===== src/rtl/issue_queue.sv =====
// rtl/issue_queue.sv - dual-ported in-order instruction issue queue
module issue_queue #(
  parameter int DEPTH = 8,
  parameter int SET_W = 128
) (
  input  logic                       clk,
  input  logic                       rst,
  input  logic                       flush,
  input  logic                       stall,
  input  logic                       in_valid1,
  input  logic                       in_valid2,
  input  logic [SET_W-1:0]           in_set1,
  input  logic [SET_W-1:0]           in_set2,
  input  logic [4:0]                 in_rd1,
  input  logic [4:0]                 in_rd2,
  input  logic                       in_we1,
  input  logic                       in_we2,
  input  logic [4:0]                 in_rs1_1,
  input  logic [4:0]                 in_rs2_1,
  input  logic [4:0]                 in_rs1_2,
  input  logic [4:0]                 in_rs2_2,
  input  logic                       in_mem1,
  input  logic                       in_mem2,
  output logic                       in_ready,
  output logic                       o_valid1,
  output logic                       o_valid2,
  output logic [SET_W-1:0]           o_set1,
  output logic [SET_W-1:0]           o_set2,
  output logic [$clog2(DEPTH):0]     count
);

  localparam int AW = $clog2(DEPTH);

  // Entry storage; contents are don't-care until written, so it is not reset.
  logic [SET_W-1:0] set_q [DEPTH];
  logic [4:0]       rd_q  [DEPTH];
  logic [4:0]       rs1_q [DEPTH];
  logic [4:0]       rs2_q [DEPTH];
  logic [DEPTH-1:0] we_q;
  logic [DEPTH-1:0] mem_q;

  logic [AW-1:0] head, tail;
  logic [AW-1:0] head1, tail1;
  logic          enq;
  logic [1:0]    enq_n, deq_n;
  logic          hazard;
  logic          raw_hz, waw_hz, mem_hz;

  // Pointers are AW bits wide, so +1 wraps modulo DEPTH for free.
  assign head1 = head + AW'(1);
  assign tail1 = tail + AW'(1);

  // Room for a full decoder pair, judged from the registered count only.
  assign in_ready = (count <= (AW+1)'(DEPTH - 2));
  assign enq      = in_ready & in_valid1 & ~flush;
  assign enq_n    = enq ? (in_valid2 ? 2'd2 : 2'd1) : 2'd0;

  // Pairing hazards between head (older) and head+1 (younger).
  assign raw_hz = we_q[head] && (rd_q[head] != 5'd0) &&
                  ((rd_q[head] == rs1_q[head1]) || (rd_q[head] == rs2_q[head1]));
  assign waw_hz = we_q[head] && we_q[head1] && (rd_q[head] == rd_q[head1]) &&
                  (rd_q[head] != 5'd0);
  assign mem_hz = mem_q[head] && mem_q[head1];
  assign hazard = raw_hz | waw_hz | mem_hz;

  assign o_valid1 = (count != '0) & ~stall & ~flush;
  assign o_valid2 = (count > (AW+1)'(1)) & ~hazard & ~stall & ~flush;
  assign deq_n    = {1'b0, o_valid1} + {1'b0, o_valid2};

  assign o_set1 = set_q[head];
  assign o_set2 = set_q[head1];

  // Write accepted decoder slots at tail and tail+1.
  always_ff @(posedge clk) begin
    if (enq) begin
      set_q[tail] <= in_set1;
      rd_q[tail]  <= in_rd1;
      rs1_q[tail] <= in_rs1_1;
      rs2_q[tail] <= in_rs2_1;
      we_q[tail]  <= in_we1;
      mem_q[tail] <= in_mem1;
      if (in_valid2) begin
        set_q[tail1] <= in_set2;
        rd_q[tail1]  <= in_rd2;
        rs1_q[tail1] <= in_rs1_2;
        rs2_q[tail1] <= in_rs2_2;
        we_q[tail1]  <= in_we2;
        mem_q[tail1] <= in_mem2;
      end
    end
  end

  // Advance pointers and occupancy; flush empties the queue outright.
  always_ff @(posedge clk or posedge rst) begin
    if (rst) begin
      head  <= '0;
      tail  <= '0;
      count <= '0;
    end else if (flush) begin
      head  <= '0;
      tail  <= '0;
      count <= '0;
    end else begin
      head  <= head + AW'(deq_n);
      tail  <= tail + AW'(enq_n);
      count <= count + (AW+1)'(enq_n) - (AW+1)'(deq_n);
    end
  end

endmodule

===== config.mk =====
export PLATFORM = sky130hd
export DESIGN_NAME = issue_queue
export DESIGN_NICKNAME = d
export VERILOG_FILES = /design/src/rtl/issue_queue.sv
export SDC_FILE = /design/constraint.sdc
export NUM_CORES = 2
export LEC_CHECK = 0
export ABC_CLOCK_PERIOD_IN_PS = 10900
export CAP_MARGIN = 5
export CORE_MARGIN = 5
export CORE_UTILIZATION = 55
export DETAILED_ROUTE_END_ITERATION = 8
export DONT_BUFFER_PORTS = 1
export PLACE_DENSITY = 0.81
export SYNTH_ARGS = -nofsm -noshare
export SYNTH_HDL_FRONTEND = slang
export SYNTH_SLANG_ARGS = --single-unit

===== constraint.sdc =====
create_clock -name clk -period 10.9 [get_ports clk]
set_input_delay 1.635 -clock clk [delete_from_list [all_inputs] [get_ports clk]]
set_output_delay 1.635 -clock clk [all_outputs]
set_load 0.01 [all_outputs]

==> run_results.csv <==
group,metric,value,unit
power,p_clk_share,30.1,%
synth,synthAdderAreaFrac,0.325,%
sta,max-slew-margin-rel,23.8,%
critical_path,critPathSlowestCell,"buf_4",
synth,muxShareOfSynthArea,43.6,%
synth,syn_area_per_cell,18.2,um2
clock_tree,post_cts_buffers,0,
sta,tns,0,ns
final_layout,area_delta_synth_final,8.67,%
sta,setup_violations,0,
global_route,grt_util_all_layers,27.6,%
critical_path,reg2reg_depth,18,
floorplanning,core,121000,um2
critical_path,cp.depth,6,
placement,hpwl,98.9,mm
worst_hold_path,min_from,"mem_q[5]",
critical_path,r2r_setup_slack,4.24,ns
critical_path,cpMostUsedCell,"buf_4",
drt,dr.pass1.iters,5,
synth,yosysWarnings,0,
floorplanning,fp-row-count,128,
floorplanning,initial_core_util,55.1,%
final_layout,drive_above_1_share,60.9,%
final_layout,multi_input_area,30600,um2
clock_tree,hold_buffers,0,
final_layout,fill_cells,8865,
outcome,status,"finished, final reports clean",
critical_path,critPathBufInv,4,
sta,min_period,7.49,ns
synth,synth_top_family_by_area,"multiplexers",
sta,hold_viol_final,0,
floorplanning,dieHeight,359,um
critical_path,critPathMaxStageDelay,0.93,ns
clock_tree,cts_buffer_depth,3,
critical_path,reg2reg_to,"count[3]",
power,ir_drop,0.000358,V
placement,port-buffer-count,0,
critical_path,critPathCapture,"o_set2[8]",
drt,wl_per_cell,33.9,um
worst_hold_path,hold_path_class,"reg -> reg",
synth,async_reset_ff_share,0.855,%
sta,tightest_slew,1.14,ns
critical_path,worstSetupStartpointType,"flop",
synth,ys_types,43,
clock_tree,clkSinkCount,1170,
final_layout,final_util,59.9,%
power,p_int,10.4,mW
power,power_density,206,nW/um2
synth,synth-xor-area-share,0.484,%
power,p_leak,22.3,nW
synth,synthCells,3680,
critical_path,path_max_fanout,127,
global_route,first_global_vias,39000,
power,p_comb_share,34.8,%
drt,drtIter0Drc,3953,
synth,synth_edf_count,1160,
run,cap_violations,0,
sta,clock_skew,0.0247,ns
global_route,met2_usage,44.6,%
sta,fmax,133,MHz
final_layout,fin_nets,3894,
power,p_sw,4.55,mW
clock_tree,cts-root-buf,"clkbuf_16",
placement,dp_worst_setup_slack,4.14,ns
final_layout,regArea,35100,um2
synth,synth-seq-cells,1170,
sta,drv_slew,0,
drt,vias,37300,
floorplanning,die-width,359,um
sta,fin_ws,3.41,ns
synth,syn-cell-area,66900,um2
synth,synth-main-ff-cell,"edfxtp_1",
floorplanning,ios,559,
drt,wl,180,mm
power,pwr-share-seq,35.2,%
critical_path,arrival,5.86,ns
global_route,grt_first_pass_wirelength,261,mm
sta,fin_worst_hold_slack,0.685,ns
floorplanning,die-area,129000,um2
final_layout,antenna_cells,0,
power,p_total,15.0,mW
clock_tree,htree_levels,4,
critical_path,crit_path_cell_trace,"buf_12 > buf_4 > buf_4 > buf_4 > mux4_2 > mux2_2",
clock_tree,cts_tree,"done",
global_route,busiest_layer,"met2",
critical_path,crit_path_start,"head[0]",
synth,yosys.area_share.simple,0.645,%
critical_path,required,9.27,ns
synth,synth_fp_nets,3991,
synth,ys_seq_area_share,52.4,%
clock_tree,cts_made_buffers,136,
global_route,antenna_found_initial,1,
drt,via_per_inst,7.02,
drt,drc,0,
power,switching_share,30.4,%
placement,gp_congestion,0.790,
global_route,grt_max_degree,149,
sta,rsz0062_at_grt,"no",
critical_path,end_kind,"output pin",
global_route,use_met1,35.9,%
critical_path,critPathKind,"reg -> out",
clock_tree,clk-insertion-delay-late,0.76,ns
critical_path,worstReg2RegStart,"head[1]",
global_route,grt-ovfl-total,0,
global_route,grt_use_met3,9.50,%
critical_path,critical-path-top-delay-family,"buffers and inverters",
synth,synth-compound-area-share,0.348,%
drt,drtAntennaViolNets,0,
clock_tree,clk_pin_slew_worst_paths,0.06,ns
sta,fin_crit_sh,68.7,%
clock_tree,cts_resized,0,
synthesized netlist by cell type (15+ instances only):
| master | number | share of area (%) |
|---|---|---|
| mux2_2 | 1400 | 24 |
| nor2_1 | 27 | 0.15 |
| mux2i_1 | 47 | 0.70 |
| xor2_1 | 15 | 0.20 |
| edfxtp_1 | 1160 | 52 |
| a21oi_1 | 19 | 0.14 |
| buf_1 | 48 | 0.27 |
| clkbuf_1 | 83 | 0.47 |
| nand2_1 | 22 | 0.12 |
| xnor2_1 | 22 | 0.29 |
| buf_2 | 147 | 1.1 |
| mux4_2 | 571 | 19 |
worst min-delay path by stage:
stage                     to  slack, ns  depth (start not counted)
global placement     we_q[0]       0.66                          2
detailed placement  mem_q[0]       0.67                          2
floorplan            head[0]       0.61                          2
CTS                 mem_q[0]       0.68                          2
global route        mem_q[0]       0.74                          2
finish              mem_q[5]       0.69                          2
metal layers:
layer / part of all wire [%] / routed length [um]
met5: 0.046 / 82
met4: 2.7 / 4910
met3: 12 / 20800
met2: 48 / 86900
met1: 37 / 67500
layout make-up:
cell class	instances	area share [%]
Tap cell	1625	2.80
Clock inverter	69	0.902
Multi-Input combinational cell	2202	42.0
Clock buffer	173	5.12
Inverter	15	0.0774
Sequential cell	1170	48.3
Timing Repair Buffer	58	0.788
worst register-to-register path, stage by stage, from the launching register on:
cell and delay, ns:
dfrtp_4 0.94, ha_4 0.76, buf_12 0.77, mux4_2 0.71, mux2i_1 0.20, xnor2_1 0.16, nor4_2 0.06, a21oi_1 0.27
a2111oi_2 0.07, a211o_1 0.29, a21oi_1 0.71, ha_1 0.34, fa_1 0.43, inv_1 0.10, ha_1 0.23, a21o_1 0.15
a21oi_1 0.17, xnor2_1 0.13, nor2_1 0.05
registers in the layout, indices dropped and copies added (netlist names), 4 cells and up:
name,count
we_q,8
rs2_q,40
mem_q,8
rd_q,40
rs1_q,40
count,4
set_q,1024
power groups by stage:
stage               clock network [mW]  logic, mW  registers (mW)
finish                            4.50       5.20            5.26
global route                      4.76       5.51            5.27
CTS                               4.56       5.25            5.26
detailed placement                   0       5.22            5.35
global placement                     0       5.16            5.34
floorplan                            0       4.28            5.30
cell usage in the layout (no fill, tap or decap), types with 9 or more instances in the layout:
cell | netlist | final
clkbuf_16 | 0 | 143
xnor2_1 | 22 | 22
bufinv_16 | 0 | 10
clkinv_2 | 0 | 21
nor2_1 | 27 | 20
edfxtp_1 | 1160 | 1160
xor2_1 | 15 | 14
o21ai_0 | 9 | 9
ha_1 | 11 | 10
buf_12 | 1 | 11
buf_4 | 12 | 47
inv_1 | 14 | 14
mux2_2 | 1400 | 1400
mux2i_1 | 47 | 47
mux4_2 | 571 | 571
clkinv_1 | 0 | 23
a21oi_1 | 19 | 14
clkbuf_1 | 83 | 27
nand2_1 | 22 | 18
through the flow:
step | instances | area [um2]
floorplan | 3680 | 66900
global placement | 5070 | 68300
detailed placement | 5070 | 68300
CTS | 5312 | 72700
global route | 5312 | 72700
finish | 5312 | 72700
kinds of logic after synthesis:
family / after synthesis
buf+inv: 308
simple gates: 89
compound gates: 39
flops: 1170
mux: 2022
xor+xnor: 37
fa+ha+maj: 15
No activity file was read; power rests on OpenSTA's default activity.
